`src/rtl/riscv_muldiv.sv`:
```
// ============================================================================
// riscv_muldiv -- multi-cycle RV32M/RV64M multiply/divide unit
//
// Sits beside the execute-stage ALU. It decodes opcode/funct3/funct7_0 itself
// and exchanges operands and results over valid/ready handshakes.
//   Multiply: radix-2 shift-add on operand magnitudes, XLEN iterations.
//   Divide  : restoring division on operand magnitudes, XLEN iterations.
// Sign correction and high/low half selection happen in a single FIX cycle.
// Divide-by-zero and signed overflow are resolved at accept time and go
// straight to DONE, as do non-M (illegal) operations.
//
// Configuration macro: RISCV_MULDIV_DIV_EN
//   defined   : multiply and divide/remainder supported
//   undefined : divider removed; funct3[2]=1 ops complete as illegal
//
// Ports
//   clk       in   clock, rising edge
//   rst_n     in   synchronous active-low reset
//   flush     in   synchronous abort of any in-flight operation
//   in_valid  in   operation presented
//   in_ready  out  unit idle and able to accept
//   opcode    in   instruction bits [6:0]
//   funct3    in   instruction bits [14:12]
//   funct7_0  in   instruction bit 25
//   op_a      in   rs1 value
//   op_b      in   rs2 value
//   out_valid out  result available
//   out_ready in   consumer takes the result
//   result    out  product, quotient or remainder
//   illegal   out  accepted operation was not an M-extension op
// ============================================================================
module riscv_muldiv #(
    parameter int XLEN = 32
) (
    input  logic            clk,
    input  logic            rst_n,
    input  logic            flush,
    input  logic            in_valid,
    output logic            in_ready,
    input  logic [6:0]      opcode,
    input  logic [2:0]      funct3,
    input  logic            funct7_0,
    input  logic [XLEN-1:0] op_a,
    input  logic [XLEN-1:0] op_b,
    output logic            out_valid,
    input  logic            out_ready,
    output logic [XLEN-1:0] result,
    output logic            illegal
);
    localparam int              CW       = $clog2(XLEN) + 1;
    localparam logic [XLEN-1:0] ZERO     = {XLEN{1'b0}};
    localparam logic [XLEN-1:0] ONES     = {XLEN{1'b1}};
    localparam logic [XLEN-1:0] MIN      = {1'b1, {(XLEN-1){1'b0}}};
    localparam logic [CW-1:0]   CNT_LOAD = CW'(XLEN - 1);

    typedef enum logic [1:0] {
        S_IDLE = 2'd0,
        S_BUSY = 2'd1,
        S_FIX  = 2'd2,
        S_DONE = 2'd3
    } state_t;

    state_t              state_q;
    logic [CW-1:0]       cnt_q;
    logic [2:0]          f3_q;
    logic                neg_q;       // result (product / quotient) must be negated
    logic [XLEN-1:0]     a_mag_q;     // multiplicand magnitude
    logic [2*XLEN-1:0]   acc_q;       // mul: {product_hi, multiplier}; div: {rem, quotient}
    logic                in_ready_q;
    logic                out_valid_q;
    logic [XLEN-1:0]     result_q;
    logic                illegal_q;
`ifdef RISCV_MULDIV_DIV_EN
    logic                neg_rem_q;   // remainder takes the dividend's sign
    logic [XLEN-1:0]     b_mag_q;     // divisor magnitude
`endif

    logic                legal_s;
    logic                a_signed_s;
    logic                b_signed_s;
    logic                sign_a_s;
    logic                sign_b_s;
    logic [XLEN-1:0]     a_mag_s;
    logic [XLEN-1:0]     b_mag_s;
    logic                special_s;
    logic [XLEN-1:0]     special_res_s;
    logic [XLEN:0]       mul_sum_s;
    logic [2*XLEN-1:0]   step_s;
    logic [2*XLEN-1:0]   prod_s;
    logic [XLEN-1:0]     mul_res_s;
    logic [XLEN-1:0]     fix_res_s;

    // Decode legality and operand signedness; form operand magnitudes.
    always_comb begin
`ifdef RISCV_MULDIV_DIV_EN
        legal_s = (opcode == 7'b0110011) && funct7_0;
`else
        legal_s = (opcode == 7'b0110011) && funct7_0 && !funct3[2];
`endif
        // DIV/REM signed, DIVU/REMU unsigned; MULHSU has only rs1 signed.
        a_signed_s = funct3[2] ? ~funct3[0] : (funct3[1:0] != 2'b11);
        b_signed_s = funct3[2] ? ~funct3[0] : ~funct3[1];
        sign_a_s   = a_signed_s & op_a[XLEN-1];
        sign_b_s   = b_signed_s & op_b[XLEN-1];
        a_mag_s    = sign_a_s ? (ZERO - op_a) : op_a;
        b_mag_s    = sign_b_s ? (ZERO - op_b) : op_b;
    end

`ifdef RISCV_MULDIV_DIV_EN
    // Divide corner cases that bypass the iterative datapath.
    always_comb begin
        special_s     = 1'b0;
        special_res_s = ZERO;
        if (legal_s && funct3[2] && (op_b == ZERO)) begin
            special_s     = 1'b1;
            special_res_s = funct3[1] ? op_a : ONES;
        end else if (legal_s && funct3[2] && !funct3[0] && (op_a == MIN) && (op_b == ONES)) begin
            special_s     = 1'b1;
            special_res_s = funct3[1] ? ZERO : MIN;
        end else begin
            special_s     = 1'b0;
            special_res_s = ZERO;
        end
    end
`else
    assign special_s     = 1'b0;
    assign special_res_s = ZERO;
`endif

    // One shift-add or restoring-divide iteration on the accumulator.
    always_comb begin
        mul_sum_s = {1'b0, acc_q[2*XLEN-1:XLEN]}
                  + (acc_q[0] ? {1'b0, a_mag_q} : {(XLEN+1){1'b0}});
        step_s    = {mul_sum_s, acc_q[XLEN-1:1]};
`ifdef RISCV_MULDIV_DIV_EN
        if (f3_q[2]) begin
            step_s = div_step(acc_q, b_mag_q);
        end else begin
            step_s = {mul_sum_s, acc_q[XLEN-1:1]};
        end
`endif
    end

`ifdef RISCV_MULDIV_DIV_EN
    // Shift the next dividend bit into the partial remainder and subtract
    // the divisor when it fits. A failed trial leaves the shifted remainder
    // below the divisor, so its top bit is zero and XLEN bits suffice.
    function automatic logic [2*XLEN-1:0] div_step(input logic [2*XLEN-1:0] acc,
                                                   input logic [XLEN-1:0]   dvs);
        logic [XLEN:0]   rem_shift;
        logic            ge;
        logic [XLEN-1:0] rem_next;
        rem_shift = {acc[2*XLEN-1:XLEN], acc[XLEN-1]};
        ge        = (rem_shift >= {1'b0, dvs});
        rem_next  = ge ? (rem_shift[XLEN-1:0] - dvs) : rem_shift[XLEN-1:0];
        return {rem_next, acc[XLEN-2:0], ge};
    endfunction
`endif

    // Sign correction and half selection for the FIX cycle.
    always_comb begin
        prod_s    = neg_q ? ({(2*XLEN){1'b0}} - acc_q) : acc_q;
        mul_res_s = (f3_q[1:0] == 2'b00) ? prod_s[XLEN-1:0] : prod_s[2*XLEN-1:XLEN];
`ifdef RISCV_MULDIV_DIV_EN
        if (f3_q[2]) begin
            if (f3_q[1]) begin
                fix_res_s = neg_rem_q ? (ZERO - acc_q[2*XLEN-1:XLEN]) : acc_q[2*XLEN-1:XLEN];
            end else begin
                fix_res_s = neg_q ? (ZERO - acc_q[XLEN-1:0]) : acc_q[XLEN-1:0];
            end
        end else begin
            fix_res_s = mul_res_s;
        end
`else
        fix_res_s = f3_q[2] ? ZERO : mul_res_s;
`endif
    end

    // Control FSM with registered handshake and result outputs.
    always_ff @(posedge clk) begin
        if (!rst_n) begin
            state_q     <= S_IDLE;
            cnt_q       <= {CW{1'b0}};
            f3_q        <= 3'b000;
            neg_q       <= 1'b0;
            a_mag_q     <= ZERO;
            acc_q       <= {(2*XLEN){1'b0}};
            in_ready_q  <= 1'b1;
            out_valid_q <= 1'b0;
            result_q    <= ZERO;
            illegal_q   <= 1'b0;
`ifdef RISCV_MULDIV_DIV_EN
            neg_rem_q   <= 1'b0;
            b_mag_q     <= ZERO;
`endif
        end else if (flush) begin
            // Flush beats a same-cycle accept and drops any pending result.
            state_q     <= S_IDLE;
            cnt_q       <= {CW{1'b0}};
            in_ready_q  <= 1'b1;
            out_valid_q <= 1'b0;
            illegal_q   <= 1'b0;
        end else begin
            case (state_q)
                S_IDLE: begin
                    if (in_valid) begin
                        f3_q       <= funct3;
                        neg_q      <= sign_a_s ^ sign_b_s;
                        a_mag_q    <= a_mag_s;
                        in_ready_q <= 1'b0;
`ifdef RISCV_MULDIV_DIV_EN
                        neg_rem_q  <= sign_a_s;
                        b_mag_q    <= b_mag_s;
                        acc_q      <= funct3[2] ? {ZERO, a_mag_s} : {ZERO, b_mag_s};
`else
                        acc_q      <= {ZERO, b_mag_s};
`endif
                        if (!legal_s) begin
                            state_q     <= S_DONE;
                            out_valid_q <= 1'b1;
                            result_q    <= ZERO;
                            illegal_q   <= 1'b1;
                        end else if (special_s) begin
                            state_q     <= S_DONE;
                            out_valid_q <= 1'b1;
                            result_q    <= special_res_s;
                            illegal_q   <= 1'b0;
                        end else begin
                            state_q     <= S_BUSY;
                            cnt_q       <= CNT_LOAD;
                        end
                    end
                end
                S_BUSY: begin
                    acc_q <= step_s;
                    cnt_q <= cnt_q - CW'(1);
                    if (cnt_q == {CW{1'b0}}) begin
                        state_q <= S_FIX;
                    end
                end
                S_FIX: begin
                    state_q     <= S_DONE;
                    result_q    <= fix_res_s;
                    illegal_q   <= 1'b0;
                    out_valid_q <= 1'b1;
                end
                S_DONE: begin
                    if (out_ready) begin
                        state_q     <= S_IDLE;
                        out_valid_q <= 1'b0;
                        in_ready_q  <= 1'b1;
                    end
                end
                default: begin
                    state_q     <= S_IDLE;
                    in_ready_q  <= 1'b1;
                    out_valid_q <= 1'b0;
                end
            endcase
        end
    end

    assign in_ready  = in_ready_q;
    assign out_valid = out_valid_q;
    assign result    = result_q;
    assign illegal   = illegal_q;

endmodule
```
`config.mk`:
```
export PLATFORM = sky130hd
export DESIGN_NAME = riscv_muldiv
export DESIGN_NICKNAME = d
export VERILOG_FILES = /design/src/rtl/riscv_muldiv.sv
export SDC_FILE = /design/constraint.sdc
export NUM_CORES = 1
export LEC_CHECK = 0
export BUFFER_PORTS_ARGS = -buffer_cell sky130_fd_sc_hd__buf_2
export CORE_MARGIN = 3
export CORE_UTILIZATION = 40
export CTS_CLUSTER_SIZE = 30
export DETAILED_ROUTE_END_ITERATION = 6
export GPL_TIMING_DRIVEN = 0
export PLACE_DENSITY = 0.6
export SYNTH_ARGS = -nofsm -noshare
export SYNTH_HDL_FRONTEND = slang
export SYNTH_SLANG_ARGS = --single-unit
```
`constraint.sdc`:
```
create_clock -name clk -period 7.9 [get_ports clk]
set_input_delay 0 -clock clk [delete_from_list [all_inputs] [get_ports clk]]
set_output_delay 0 -clock clk [all_outputs]
set_load 0.02 [all_outputs]
```
==> impl.org <==
** Status
- Result of the run :: complete, but fails checks
- Violated checks :: DRC

** Clock tree
- Counting along the longest clock path gives a buffer depth of 2.
- The clock tree synthesis step divided the H-tree into 4 levels.
- Reg clk slew, reported paths :: 70 ps
- TritonCTS built the clock tree.
- At the later pin of the worst-skew pair, clock insertion delay measures 440 ps.
- The clock net in this run drives a total of 143 sinks.
- The root buffer cell chosen for the clock tree is sky130_fd_sc_hd__clkbuf_16.
- Number of buffers created by CTS :: 17

** Power and ir drop
- Combinational fraction of design power :: 21.0%
- Sequential Power Share :: 38.4%
- Pwr Total :: 0.00205 W
- The internal portion of the total power is 0.00141 W.
- The clock network burns 40.6% of the power.
- In this run the static leakage power is 4.76 nW.
- Highest ir drop seen on vdd :: 0.000115 V
- The analysis attributes to net switching a power of 0.000641 W.
- Fraction of power spent switching nets :: 31.3%
- In this run the power density over the cells is 167 nW/um2.

** Setup path
- The worst setup path is launched from a flip-flop.
- Traced cell by cell, the critical path runs through clkbuf_1, and2_1, ha_1, inv_1, fa_1, nand2b_1, a21o_1, a211oi_1, a211o_1, a21oi_1, or4_1, nand3_1.
- For the worst flop-to-flop path, the logic depth is 12.
- Arrival time worst endpoint :: 4190 ps
- Category of the worst setup path capture point :: flip-flop
- Class of the most critical setup path :: flip-flop to flip-flop
- Slowest cell delay on critical path :: 580 ps
- Data on the critical path is required at its endpoint by 8270 ps.
- Library cell contributing the largest single delay on the critical path :: sky130_fd_sc_hd__dfxtp_1
- Along the worst path, the maximum fanout reaches 10.

** Timing
- Least-Margin Pin Slew :: 1200 ps
- Measured against its own limit, the worst slew margin works out to 19.6%.
- Setup repair after global routing left no endpoint under its margin.
- For this run, the top clock speed supported by timing is 262 MHz.
- Dividing the final minimum period by the clock period gives 48.4%.
- Hold is met by 7.19 ps.
- Accumulated negative setup slack :: 0 ps
- The number of hold-slack violations in the final timing report came to 0.
- Final setup violation count :: 0
- Between clock sinks in the finished design, the worst skew comes to 12.3 ps.
- Shortest clock period the worst path allows after layout :: 3820 ps
- Count of final max-slew check failures :: 0

** Worst hold path
- Worst min path class :: input port to flip-flop
- The worst hold path was traced through 4 stages.

** Yosys
- Avg Cell Area, Syn :: 7.70 um2
- Largest area contributor in the netlist :: sky130_fd_sc_hd__dfxtp_1
- The cell area that synthesis handed to floorplanning was 10,300 um2.
- In the synthesized netlist the async set-or-reset flop fraction comes to 0%.
- Post-synth cell types :: 63
- The synthesized design contains 143 register bits.
- Sequential element share of the synthesized area :: 27.9%
- In this run, synthesis inferred 0 flip-flops with an integrated enable.
- Number of cells produced by synthesis :: 1,333
- Main area contributors after synthesis :: sky130_fd_sc_hd__dfxtp_1 28%, sky130_fd_sc_hd__xor2_1 6.7%, sky130_fd_sc_hd__xnor2_1 5.7%, sky130_fd_sc_hd__o21ai_0 5.7%, sky130_fd_sc_hd__ha_1 5.0%
- Warnings, synthesis :: 0
- Cell with the most instances after synthesis :: sky130_fd_sc_hd__dfxtp_1
- Counting every net in the synthesized netlist gives 1,455.
- Commonest register cell after synthesis :: sky130_fd_sc_hd__dfxtp_1
- In the synthesized netlist, the cells that appear most often are 143 x sky130_fd_sc_hd__dfxtp_1, 135 x sky130_fd_sc_hd__nand2_1, 116 x sky130_fd_sc_hd__o21ai_0.
- The top cell type by area accounts for 27.9% of the synthesized area.

** Die
- Core outline area :: 24,700 um2
- Area enclosed by the die boundary :: 27,600 um2
- For this configuration, the core starts out at a cell density of 41.5%.
- Die width :: 166 um
- Number of primary I/O pins :: 115
- Chip height :: 166 um
- Row count :: 57

** Global route
- Pin count of the biggest net entering global routing :: 17
- Global route overflow :: 0
- Grt peak-use layer :: met2
- Via count of the first global-routing pass :: 10,140
- Total global-route track usage :: 24.9%
- Wire length of the first global-routing pass :: 56,100 um
- Global routing consumed, on the met1 layer, 35.9% of the routing resources.
- Antenna violations before repair :: 0
- Met2 capacity usage during global routing :: 39.3%
- Met3 Usage GRT :: 3.50%

** Cells and area
- Antenna diode instance count :: 0
- Of the cells placed in the final design, the portion with a size suffix greater than 1 is 11.6%.
- Sequential cell area :: 2860 um2
- Fill cells :: 2,430
- Summing all multi-input logic gate instances after layout gives 7020 um2.
- Compared with the post-synthesis result, the final layout area differs by 19.8%.
- Summing all non-filler instances in the final layout gives an area of 12,300 um2.
- After the last flow step, the layout net total stands at 1,632.

** Placement
- Input and output buffers added on the ports amount to 112.
- Detailed-placement wirelength estimate :: 27,700 um
- Summing all placed instances gives a cell area of 11,200 um2.
- Weighted congestion reported at the end of routability-driven placement :: 0.962

** Drt
- Via count :: 10,674
- Total Wirelength :: 35,300 um
- Iter 0 DRT Violations :: 1,043
- The count of nets left with antenna violations once routing finished came out at 0.
- Drt first pass iters :: 7
- WL per Instance :: 19.1 um
- After detailed routing, the number of vias per cell comes to 5.78.
- After detailed routing, the number of remaining DRC violations is 3.

** Job
- Maximum Capacitance Violations :: 0
sequential cells by signal, summed over array words and instances, names as in the netlist:
signal / cells
illegal: 1
acc_q: 64
f3_q: 3
state_q: 2
cnt_q: 6
neg_q: 1
result: 32
a_mag_q: 32
out_valid: 1
in_ready: 1
repair_timing:
item | 4_1_cts | 5_1_grt
buffers inserted | 0 | 0
hold endpoints to repair | 47 | 0
gates resized for setup | 0 | 0
hold buffers | 46 | 0
stage by stage:
step	setup slack (ps)	std cells	utilization [%]
5_1_grt	3790	1847	49.7
2_1_floorplan	5050	1333	-
6_report	4080	1847	49.7
3_3_place_gp	4140	1769	45.4
3_5_place_dp	4140	1769	45.4
4_1_cts	4110	1847	49.7
layer usage:
layer	part of all wire, %	routed length, um
met1	48	16900
met2	44	15600
met3	6.1	2160
met4	1.8	650
met5	0	0
final timing paths:
path / to / startpoint / slack (ps)
max: acc_q[59] / acc_q[0] / 4080
min reg2reg: result[4] / result[4] / 450
max reg2reg: acc_q[59] / acc_q[0] / 4080
min: a_mag_q[3] / op_a[1] / 7
cell type report:
cell class / instances / area share [%]
clock buffers: 21 / 3.83
plain buffers: 75 / 2.30
multi-input cells: 1088 / 57.1
clock inverters: 11 / 1.06
well taps: 324 / 3.30
flip-flops and latches: 143 / 23.3
repair buffers: 158 / 8.31
inverters: 27 / 0.825
power by group through the flow:
stage                     Clock, W  Combinational (W)  Sequential (W)
after floorplan                  0           0.000276        0.000790
after global placement           0           0.000404        0.000801
after detailed placement         0           0.000405        0.000802
after CTS                 0.000839           0.000425        0.000786
after global routing      0.000871           0.000470        0.000791
final                     0.000832           0.000430        0.000788
layout by cell type, fill, tap and decap left out, types with 38 or more instances in the layout:
master,synthesis,routed
sky130_fd_sc_hd__dfxtp_1,143,143
sky130_fd_sc_hd__and2_1,38,38
sky130_fd_sc_hd__xor2_1,78,78
sky130_fd_sc_hd__clkbuf_1,71,72
sky130_fd_sc_hd__nand2_1,135,135
sky130_fd_sc_hd__ha_1,41,41
sky130_fd_sc_hd__nor2_1,104,104
sky130_fd_sc_hd__dlygate4sd3_1,0,46
sky130_fd_sc_hd__a21oi_1,98,98
sky130_fd_sc_hd__o21ai_0,116,116
sky130_fd_sc_hd__buf_2,1,113
sky130_fd_sc_hd__xnor2_1,67,67
cells by family (layout without fill, tap and decap cells):
family                   after synthesis  count (layout)  synth area share, %
AO/OA/AOI/OAI                        403             403                 25.4
XOR/XNOR                             145             145                 12.4
adder cells (fa/ha/maj)               42              42                 5.19
buffers and inverters                102             292                 3.74
flip-flops                           143             143                 27.9
multiplexers                          11              11                 1.07
AND/OR/NAND/NOR                      487             487                 24.3
worst max-delay path, delay by kind of cell, from the launching register on:
| kind | cells | cell delay, ps |
|---|---|---|
| flip-flops | 1 | 580 |
| buffers and inverters | 2 | 500 |
| adder cells (fa/ha/maj) | 2 | 560 |
| AND/OR/NAND/NOR | 4 | 1030 |
| AO/OA/AOI/OAI | 4 | 1080 |
Note: power is estimated with default switching activity, not from simulation.
